### src/rtl/fmps_readout_sequencer.sv
// FMPS readout sequencer: walks a snapshot of the packet-present bitmap, reads each present
// DPRAM entry and emits it as one AXI-stream beat. Optional payload checking: FMPS_SEQ_CHECK_EN.
module fmps_readout_sequencer #(
   parameter int          INDEX_WIDTH = 5,
   parameter logic [15:0] DATA_MAGIC  = 16'hCACA
) (
   input  logic                      sysClk,
   input  logic                      sysReset_n,
   input  logic                      startStrobe,
   input  logic                      clearStrobe,
   input  logic [2**INDEX_WIDTH-1:0] fmpsBitmap,
   output logic [INDEX_WIDTH-1:0]    fmpsReadoutAddress,
   input  logic [31:0]               fmpsReadout,
   output logic                      m_tvalid,
   input  logic                      m_tready,
   output logic                      m_tlast,
   output logic [31:0]               m_tdata,
   output logic [INDEX_WIDTH-1:0]    m_tuser,
   output logic                      busy,
   output logic                      doneStrobe,
   output logic [15:0]               scanCount,
   output logic                      overrun,
   output logic [7:0]                overrunCount,
`ifdef FMPS_SEQ_CHECK_EN
   output logic [15:0]               errorCount,
   output logic                      checkErr,
`endif
   output logic [2:0]                fsmState
);

   localparam int DEPTH = 2**INDEX_WIDTH;
   localparam logic [INDEX_WIDTH-1:0] ADDR_MAX = '1;

   typedef enum logic [2:0] {
      IDLE    = 3'd0,
      SCAN    = 3'd1,
      SETTLE  = 3'd2,
      CAPTURE = 3'd3,
      HOLD    = 3'd4,
      DONE    = 3'd5
   } stateT;

   stateT                  state;
   stateT                  stateNext;
   logic [INDEX_WIDTH-1:0] addr;
   logic [DEPTH-1:0]       snap;
   logic [DEPTH-1:0]       upperBits;
   logic                   lastBeat;
   logic                   overrunEvent;

   // Stream handshake: a beat is transferred on a rising edge where m_tvalid and m_tready are
   // both high; while m_tvalid is high and m_tready low, m_tdata/m_tuser/m_tlast do not change.

   assign fmpsReadoutAddress = addr;
   assign busy               = (state != IDLE);
   assign doneStrobe         = (state == DONE);
   assign fsmState           = state;
   assign overrunEvent       = startStrobe && (state != IDLE);

   // The beat is last when no snapshot bit strictly above the current index is set.
   assign upperBits = (snap >> addr) >> 1;
   assign lastBeat  = ~|upperBits;

`ifdef FMPS_SEQ_CHECK_EN
   logic dataBad;
   assign dataBad  = fmpsReadout[31] | fmpsReadout[30] | fmpsReadout[29] |
                     (fmpsReadout[28:24] != 5'(addr)) |
                     (fmpsReadout[23:8] != DATA_MAGIC);
   assign checkErr = (state == CAPTURE) && dataBad;
`else
   localparam logic [15:0] unusedMagic = DATA_MAGIC;
`endif

   always_ff @(posedge sysClk or negedge sysReset_n) begin
      if (!sysReset_n) state <= IDLE;
      else             state <= stateNext;
   end

   always_comb begin
      stateNext = state;
      case (state)
         IDLE:    if (startStrobe) stateNext = SCAN;
         SCAN: begin
            if (snap[addr])            stateNext = SETTLE;
            else if (addr == ADDR_MAX) stateNext = DONE;
         end
         SETTLE:  stateNext = CAPTURE;
         CAPTURE: stateNext = HOLD;
         HOLD:    if (m_tready) stateNext = (addr == ADDR_MAX) ? DONE : SCAN;
         DONE:    stateNext = IDLE;
         default: stateNext = IDLE;
      endcase
   end

   always_ff @(posedge sysClk or negedge sysReset_n) begin
      if (!sysReset_n) begin
         addr     <= '0;
         snap     <= '0;
         m_tvalid <= 1'b0;
         m_tlast  <= 1'b0;
         m_tdata  <= '0;
         m_tuser  <= '0;
      end else begin
         case (state)
            IDLE: if (startStrobe) begin
               snap <= fmpsBitmap;
               addr <= '0;
            end
            SCAN: if (!snap[addr] && addr != ADDR_MAX) addr <= addr + 1'b1;
            CAPTURE: begin
               m_tdata  <= fmpsReadout;
               m_tuser  <= addr;
               m_tlast  <= lastBeat;
               m_tvalid <= 1'b1;
            end
            HOLD: if (m_tready) begin
               m_tvalid <= 1'b0;
               if (addr != ADDR_MAX) addr <= addr + 1'b1;
            end
            DONE:    addr <= '0;
            default: ;
         endcase
      end
   end

   // A clear coinciding with a new event leaves that event counted once.
   always_ff @(posedge sysClk or negedge sysReset_n) begin
      if (!sysReset_n) begin
         scanCount    <= '0;
         overrun      <= 1'b0;
         overrunCount <= '0;
`ifdef FMPS_SEQ_CHECK_EN
         errorCount   <= '0;
`endif
      end else if (clearStrobe) begin
         scanCount    <= '0;
         overrun      <= overrunEvent;
         overrunCount <= overrunEvent ? 8'd1 : 8'd0;
`ifdef FMPS_SEQ_CHECK_EN
         errorCount   <= checkErr ? 16'd1 : 16'd0;
`endif
      end else begin
         if (state == DONE) scanCount <= scanCount + 16'd1;
         if (overrunEvent) begin
            overrun <= 1'b1;
            if (overrunCount != 8'hFF) overrunCount <= overrunCount + 8'd1;
         end
`ifdef FMPS_SEQ_CHECK_EN
         if (checkErr && errorCount != 16'hFFFF) errorCount <= errorCount + 16'd1;
`endif
      end
   end

endmodule

### config.mk
export PLATFORM = sky130hd
export DESIGN_NAME = fmps_readout_sequencer
export DESIGN_NICKNAME = d
export VERILOG_FILES = /design/src/rtl/fmps_readout_sequencer.sv
export SDC_FILE = /design/constraint.sdc
export NUM_CORES = 1
export LEC_CHECK = 0
export CORE_ASPECT_RATIO = 0.75
export CORE_MARGIN = 1
export CORE_UTILIZATION = 55
export CTS_BUF_LIST = sky130_fd_sc_hd__clkbuf_2 sky130_fd_sc_hd__clkbuf_4 sky130_fd_sc_hd__clkbuf_8
export DETAILED_ROUTE_END_ITERATION = 12
export GPL_TIMING_DRIVEN = 0
export PLACE_DENSITY_LB_ADDON = 0.05
export SLEW_MARGIN = 20
export SYNTH_ARGS = -nofsm -noshare
export SYNTH_HDL_FRONTEND = slang
export SYNTH_SLANG_ARGS = --single-unit
### constraint.sdc
create_clock -name sysClk -period 4.3 [get_ports sysClk]
set_input_delay 0.645 -clock sysClk [delete_from_list [all_inputs] [get_ports sysClk]]
set_output_delay 0.645 -clock sysClk [all_outputs]
set_load 0.02 [all_outputs]
# Word level (Yosys, flattened, before mapping)
# Cells that the tools add are included.
op_classes:
  add_sub_neg: 3
  mul: 0
  div: 0
  n_lt_le_gt_ge: 1
  n_eq_ne: 13
  shifts: 1
  n_mux: 23
  bitwise_logic: 0
  reduce_logical: 17
op_table:
  columns: ["operator", "n"]
  rows:
  - ["$mux W16", 2]
  - ["$shr A32 B5 Y32", 1]
  - ["$reduce_or A31 Y1", 1]
  - ["$mux W8", 3]
  - ["$mux W5", 4]
  - ["$pmux W5 S4", 1]
  - ["$add A16 B1 Y16 const B", 1]
  - ["$mux W3", 5]
  - ["$pmux W3 S5", 1]
  - ["$add A8 B1 Y8 const B", 1]
  - ["$ne A2 B2 Y1 const B", 4]
  - ["$ne A8 B8 Y1 const B", 1]
  - ["$reduce_bool A2 Y1", 4]
  - ["$eq A3 B2 Y1 const B", 2]
  - ["$eq A3 B3 Y1 const B", 2]
  - ["$lt A5 B6 Y1 const B", 1]
  - ["$reduce_and A2 Y1", 3]
  - ["$add A5 B1 Y5 const B", 1]
  - ["$bmux W1 S5", 1]
  - ["$eq A5 B5 Y1 const B", 1]
  - ["$mux W1", 5]
  - ["$ne A5 B5 Y1 const B", 1]
  - ["$reduce_and A5 Y1", 1]
  - ["$reduce_bool A4 Y1", 1]
  - ["other kinds (8)", 10]
totals:
  ff_bits: 104
  latch_bits: 0
  mem_bits_rw: 0
  mem_bits_ro: 0
  input_bits: 69
  output_inout_bits: 74
  wordCells: 68
  memories: 0

# Longest topological paths before layout
# Gate-level depths: netlist of the first run.
logic_depth:
  word_depth: 6
  depth_mapped: 12
  mapped_depth_nobuf: 8

# Least setup slack after synthesis of the first run
# OpenSTA, ideal clock, no wires.
synth_timing:
  kind: "register to register"
  start: "register addr[0], in the netlist fmpsReadoutAddress[0]"
  end: "register addr[3], in the netlist fmpsReadoutAddress[3]"
  setup_time_ns: 0.132
  arrival_time_ns: 2.475
  required_ns: 4.168
  slack_ns: 1.693
  stages_incl_launch_ff: 10
  n_path_buf: 2
  synth_period_minus_slack_ns: 2.607
  path_cell_list: "dfrtp_1 > buf_6 > buf_12 > mux4_2 > mux2_2 > mux4_2 > nor2_1 > o21ai_0 > a21oi_1 > o21ai_1"
synth_via:
  elab_chain_cells: 6
  word_cells_on_any_way: 13
  cone_classes: "1 x add/sub; 3 x eq/ne; 6 x mux; 3 x reduce/logical"
synth_lines:
  columns: ["element", "line", "rtl"]
  rows:
  - ["start: declaration", "45", "logic [INDEX_WIDTH-1:0] addr;"]
  - ["start signal: assignment", "109", "SCAN: if (!snap[addr] && addr != ADDR_MAX) addr <= addr + 1'b1;"]
  - ["start signal: assignment", "118", "if (addr != ADDR_MAX) addr <= addr + 1'b1;"]
  - ["$bmux W1 S5", "109", null]
  - ["$mux W1 (not written as such)", "109", null]
  - ["$logic_not A1 Y1", "109", null]
  - ["$logic_and A1 B1 Y1", "109", null]
  - ["$ne A2 B2 Y1 (no source line)", null, null]
  - ["$reduce_and A5 Y1 (no source line)", null, null]
# Several ways; a longest one is shown, not always the timed one. The select of a mux whose other input is x is not followed.
# A chain may end at the register's enable or synchronous reset.

# Final worst setup path of the first run
layout_timing:
  start: "register addr[0], in the netlist fmpsReadoutAddress[0]"
  end: "register m_tlast"
layout_via:
  elab_chain_cells: 3
layout_lines:
  columns: ["element", "line", "rtl"]
  rows:
  - ["$shr A32 B5 Y32", "61", "assign upperBits = (snap >> addr) >> 1;"]
  - ["$reduce_or A31 Y1", "62", "assign lastBeat = ~|upperBits;"]
  - ["$logic_not A1 Y1", "62", null]
  - ["end signal: assignment", "113", "m_tlast <= lastBeat;"]
  - ["end: declaration", "16", "output logic m_tlast,"]
# Every way passes these cells.

==> impl_metrics.py, run 1 <==
metrics = {
    "place": {
        "globalplace.congestion": 0.902,
        "hpwlAfterDp_mm": 10.6,
        "dp_worst_setup_slack_ps": 1230,
        "port_buffers": 141,
    },
    "hold_path": {
        "hold_path_class": "in2async",
    },
    "routing": {
        "wirelength_mm": 14.5,
        "routed_via_density": 6.01,
        "antenna_violating_nets_post_route": 0,
        "drt-pass1-iter-count": 5,
        "detailedRoute.firstIterationViolations": 454,
        "drt-wirelength-per-cell_um": 18.6,
        "via_count": 4684,
        "drt_drc_violations_left": 0,
    },
    "floorplanning": {
        "die_w_um": 119,
        "core.rowCount": 31,
        "design.die.area_mm2": 0.0107,
        "num_io_pins": 143,
        "die_h_um": 89.9,
        "floorplan.core_area_mm2": 0.00985,
        "initial_cell_density_of_the_core_pct": 57.6,
    },
    "sta": {
        "fin_crit_sh_pct": 72.2,
        "worst-slew-pin-transition_ps": 813,
        "slew_viol_final": 0,
        "rsz0062_at_grt": "no",
        "min_cycle_time_layout_ps": 3100,
        "maxSlewHeadroom_pct": 45.6,
        "final.setup_skew_ps": 13.3,
        "achievable-frequency_mhz": 322,
        "final_hold_violation_count": 0,
        "setup_viol": 0,
        "fin_ws_ps": 1200,
        "setup_total_negative_slack_ps": 0,
    },
    "clocking": {
        "cts-buffers-inserted": 9,
        "post_cts_hold_buffer_count": 0,
        "cts.reportedPaths.clkPinSlew_ps": 110,
        "h-tree-depth": 3,
        "root_buffer": "sky130_fd_sc_hd__clkbuf_8",
        "cts.repair.resized": 0,
        "post_cts_buffers": 0,
        "cts_sinks": 104,
        "cts_max_path_buffers": 2,
        "clock_latency_ps": 380,
        "cts_tree": "built",
    },
    "logic_synthesis": {
        "synth_sequential_area_ratio_pct": 45.9,
        "async_flop_share_pct": 100,
        "netlist.area_leader.share_pct": 45.9,
        "synth_top_family_by_area": "multiplexers",
        "synth_xor_area_share_pct": 3.40,
        "yosys-mux-area-fraction_pct": 26.8,
        "yosysWarningCount": 0,
        "netlist_instances": 489,
        "synth_most_common_cell": "sky130_fd_sc_hd__dfrtp_1",
        "synth_compound_gate_area_share_pct": 8.69,
        "netlist_top_cells_count": "sky130_fd_sc_hd__dfrtp_1, sky130_fd_sc_hd__mux2_2, sky130_fd_sc_hd__nor2_1",
        "synth_area_leader_cell": "sky130_fd_sc_hd__dfrtp_1",
        "syn_nets": 562,
        "synthTopCellsByArea": "sky130_fd_sc_hd__dfrtp_1, sky130_fd_sc_hd__mux2_2, sky130_fd_sc_hd__mux4_1, sky130_fd_sc_hd__mux4_2, sky130_fd_sc_hd__mux2i_1",
        "synth.ff_latch_count": 104,
        "yosysUniqueCellTypes": 53,
        "post_synth_instance_area_mm2": 0.00567,
        "synth_edf_count": 0,
        "post_synth_adder_cell_area_pct": 0.882,
        "synthesis.area_per_instance_um2": 11.6,
        "synth_simple_gate_area_share_pct": 11.0,
        "synth_flop_cell": "sky130_fd_sc_hd__dfrtp_1",
    },
    "layout": {
        "area_growth_pct": 32.5,
        "num_antenna_cells": 0,
        "layout.nets": 715,
        "layout-drive-gt1-share_pct": 16.5,
        "layout.core_utilization_pct": 76.3,
    },
    "setup_path": {
        "crit_path_start_kind": "flop",
        "crit_path_max_incr_delay_ps": 620,
        "worst-setup-path-type": "reg2reg",
        "critPathMaxFanout": 10,
        "crit_chain": "buf_6 -> buf_12 -> buf_2 -> buf_4 -> mux2i_1 -> nor2_1 -> a2111oi_0 -> o2111ai_1 -> a211oi_1 -> a21oi_1 -> o31ai_1",
        "critPathSlowestCell": "sky130_fd_sc_hd__a2111oi_0",
        "critPathCaptureType": "flop",
        "signal_arrival_time_at_the_worst_endpoint_ps": 3400,
        "worst_ep_required_time_ps": 4590,
    },
    "global_route": {
        "first_pass_grt_wire_length_mm": 24.3,
        "track_usage_pct": 28.8,
        "grt_max_degree": 57,
        "grt.overflow.total": 0,
        "grt_antenna_before_repair": 0,
        "first_global_vias": 4732,
    },
    "run_status": {
        "status": "finished, final reports clean",
    },
    "pwr": {
        "ir_drop_mv": 0.421,
        "p_sw_share_pct": 39.7,
        "power_per_cell_area_mw_per_mm2": 670,
        "total_net_switching_power_mw": 2.00,
        "share_comb_of_total_power_pct": 51.6,
        "leakagePower_nw": 3.05,
        "clock_power_share_pct": 14.2,
        "p_total_mw": 5.04,
        "seq_power_share_pct": 34.2,
        "internal_portion_of_total_power_mw": 3.04,
    },
    "flow_run": {
        "cap_violations": 0,
    },
}
-- worst paths after layout --
kind | start | to | slack [ps] | cells after the start
max reg2reg | fmpsReadoutAddress[0] | m_tlast | 1200 | 11
min in group sysClk | m_tuser[4] | m_tuser[4] | 490 | 2
min | sysReset_n | m_tuser[4] | 180 | 1
max in group asynchronous | sysReset_n | snap[24] | 3500 | 2
max | fmpsReadoutAddress[0] | m_tlast | 1200 | 11
min reg2reg | m_tuser[4] | m_tuser[4] | 490 | 2
-- registers in the layout, summed over array words and instances (netlist names), 3 cells and up --
register / cells
overrunCount: 8
scanCount: 16
m_tdata: 32
fmpsReadoutAddress: 5
fsmState: 3
snap: 32
m_tuser: 5
-- worst max-delay path, delay by kind of cell (launching register included) --
kind | cells | cell delay, ps
compound gates | 5 | 1360
buf+inv | 4 | 880
flops | 1 | 420
mux | 1 | 280
simple gates | 1 | 70
-- power by group through the flow --
stage                     combinational [mW]  sequential, mW  clock (mW)
after floorplan                         1.47            1.86           0
after global placement                  2.51            1.69           0
after detailed placement                2.57            1.72           0
after CTS                               2.59            1.71       0.737
after global routing                    2.78            1.78       0.769
final                                   2.60            1.72       0.717
-- layout make-up --
class | count | area [um^2]
buffer | 29 | 143
tap | 132 | 165
multi-input combinational | 344 | 2880
clock buffer | 10 | 138
fill | 669 | 2340
timing repair buffer | 142 | 1440
sequential | 104 | 2600
inverter | 12 | 45.0
clock inverter | 6 | 100
-- routing by layer --
metal / vias up / track usage (%) / part of all wire (%)
met1: 2341 / 39.6 / 44
met5: - / 0 / 0
met2: 214 / 44.2 / 46
met3: 21 / 9.20 / 8.8
li1: 2108 / - / -
met4: 0 / 7.70 / 0.97
-- cell usage in the layout (no fill, tap or decap), drive strengths merged, types with 12 or more instances in the layout --
cell / count
dfrtp: 104
clkdlybuf4s50: 140
clkbuf: 30
inv: 14
a21oi: 12
mux2: 69
xor2: 16
nand2: 31
mux4: 22
o21ai: 27
mux2i: 20
nor2: 51
-- metrics by stage --
stage	hold slack, ps	cell area [um^2]	instances
5_1_grt	220	7510	779
6_report	182	7510	779
4_1_cts	196	7510	779
3_5_place_dp	470	7280	763
3_3_place_gp	460	7250	762
2_1_floorplan	349	5670	489
-- cells by family after synthesis --
family          count (synthesis)
simple gates                  133
buf+inv                        41
xor+xnor                       22
flops                         104
compound gates                 74
fa+ha+maj                       4
mux                           111
Note: power is estimated with default switching activity, not from simulation.
==> run 2: changes to the inputs <==
- CORE_UTILIZATION: 55 -> 51
- clock period: 4.3 -> 3.2 ns (I/O delays scaled with it)
==> run 2 against run 1 <==
Critical path depth is 2 lower. Core utilization decreased by 5.3 points. Die area rose by 7.7%. Worst hold slack improved by 260 ps. Sequential power grew 34%. Combinational power increased by 34%. Largest cell class unchanged.
==> impl_metrics.py, run 2 (synthesis gave the netlist of run 1 again) <==
metrics = {
    "routing": {
        "detailedRoute.firstIterationViolations": 450,
        "drt-pass1-iter-count": 7,
        "via_count": 4567,
        "drt-wirelength-per-cell_um": 18.1,
        "drt_drc_violations_left": 0,
        "routed_via_density": 5.83,
        "wirelength_mm": 14.2,
        "antenna_violating_nets_post_route": 0,
    },
    "setup_path": {
        "crit_path_max_incr_delay_ps": 510,
        "critPathMaxFanout": 10,
        "crit_buf_inv": 3,
        "worst-setup-path-type": "reg2reg",
        "critPathCaptureType": "flop",
        "critPathSlowestCell": "sky130_fd_sc_hd__clkbuf_1",
        "worst_ep_required_time_ps": 3490,
        "crit_path_start_kind": "flop",
        "cpMostUsedCell": "sky130_fd_sc_hd__buf_2",
        "crit_chain": "buf_2 -> buf_2 -> clkbuf_1 -> a32oi_1 -> o41ai_1 -> o211ai_1 -> a211oi_1 -> a21oi_1 -> o31ai_1",
        "signal_arrival_time_at_the_worst_endpoint_ps": 3240,
        "critical-path-top-delay-family": "compound AO/OA/AOI/OAI gates",
    },
    "floorplanning": {
        "die_w_um": 124,
        "floorplan.core_area_mm2": 0.0105,
        "design.die.area_mm2": 0.0116,
        "core.rowCount": 32,
        "die_h_um": 93.3,
        "initial_cell_density_of_the_core_pct": 53.9,
        "num_io_pins": 143,
    },
    "pwr": {
        "leakagePower_nw": 3.01,
        "ir_drop_mv": 0.577,
        "power_per_cell_area_mw_per_mm2": 879,
    },
    "place": {
        "placed_cells": 767,
        "hpwlAfterDp_mm": 10.8,
        "globalplace.congestion": 0.939,
        "detailed_place.area_mm2": 0.00728,
        "port_buffers": 141,
    },
    "sta": {
        "final.setup_skew_ps": 14.4,
        "achievable-frequency_mhz": 339,
        "setup_viol": 0,
        "maxSlewHeadroom_pct": 43.3,
        "final_hold_violation_count": 0,
        "setup_total_negative_slack_ps": 0,
        "worst-slew-pin-transition_ps": 847,
        "rsz0062_at_grt": "no",
        "slew_viol_final": 0,
        "min_cycle_time_layout_ps": 2950,
        "fin_crit_sh_pct": 92.3,
    },
    "global_route": {
        "grt.overflow.total": 0,
        "first_pass_grt_wire_length_mm": 23.4,
        "grt_antenna_before_repair": 0,
        "first_global_vias": 4513,
        "track_usage_pct": 26.4,
        "grt_max_degree": 65,
    },
    "clocking": {
        "cts_tree": "built",
        "cts.reportedPaths.clkPinSlew_ps": 110,
        "clock_latency_ps": 380,
        "root_buffer": "sky130_fd_sc_hd__clkbuf_8",
        "h-tree-depth": 3,
        "cts_max_path_buffers": 2,
        "cts_sinks": 104,
        "cts-buffers-inserted": 9,
    },
    "layout": {
        "largest_registers": "m_tdata: 32 flops, snap: 32 flops, scanCount: 16 flops",
        "stdcell_area_mm2": 0.00747,
        "layout.core_utilization_pct": 71.0,
        "layout.nets": 715,
        "layout_commonest_cell": "sky130_fd_sc_hd__clkdlybuf4s50_1",
        "layout-drive-gt1-share_pct": 16.4,
        "num_antenna_cells": 0,
        "most-common-layout-cells": "sky130_fd_sc_hd__clkdlybuf4s50_1, sky130_fd_sc_hd__dfrtp_1, sky130_fd_sc_hd__mux2_2, sky130_fd_sc_hd__nor2_1, sky130_fd_sc_hd__nand2_1",
        "final_cells": 783,
        "area_growth_pct": 31.8,
    },
    "hold_path": {
        "hold_path_class": "in2reg",
    },
    "flow_run": {
        "cap_violations": 0,
    },
    "run_status": {
        "status": "finished, final reports clean",
    },
}
run 2: path summary, 6_finish.rpt:
check                                       end  slack, ps                  start  cells after the start
min in group asynchronous               snap[3]        570             sysReset_n                      2
max in group asynchronous           m_tdata[30]       1970             sysReset_n                      3
worst max register to register          m_tlast        250  fmpsReadoutAddress[1]                      9
worst min-delay path            overrunCount[7]        450            clearStrobe                      2
worst min register to register       m_tuser[3]        490             m_tuser[3]                      2
worst max-delay path                    m_tlast        250  fmpsReadoutAddress[1]                      9
run 2: layer usage:
| metal | vias to the layer above | GRT usage, % | part of all wire [%] |
|---|---|---|---|
| li1 | 2105 | - | - |
| met1 | 2243 | 36.8 | 44 |
| met2 | 203 | 39.9 | 46 |
| met3 | 16 | 8.41 | 9.0 |
| met4 | 0 | 6.12 | 1.0 |
| met5 | - | 0 | 0 |
run 2: cell type report:
type                    instances  area, um^2
well taps                     136         170
clock inverters                 6        52.6
flip-flops and latches        104        2600
repair buffers                143        1450
clock buffers                  10         131
plain buffers                  28         140
fillers                       820        3060
multi-input cells             344        2880
inverters                      12        45.0
run 2: power breakdown:
part | internal, mW | total (mW) | switching (mW)
clock | 0.303 | 0.779 | 0.476
sequential | 1.80 | 2.31 | 0.507
combinational | 1.81 | 3.49 | 1.68
run 2: what timing repair did:
action                                 4_1_cts  5_1_grt
buffers inserted                             0        0
setup endpoints to repair                    0        1
endpoints found under the hold margin        2        0
hold buffers                                 1        0
resized for setup                            0        2
run 2: through the flow:
step	setup WS, ps	power [mW]	hold slack, ps
after global routing	57.7	6.99	483
after floorplan	593	4.48	184
after global placement	-2160	5.64	464
after CTS	253	6.59	439
after detailed placement	251	5.79	415
final	247	6.57	445
==> run 3: changes to the inputs <==
- TNS_END_PERCENT: default -> 20
==> results of run 3 <==
No change in the layout: final DEF, timing and power equal those of run 2.
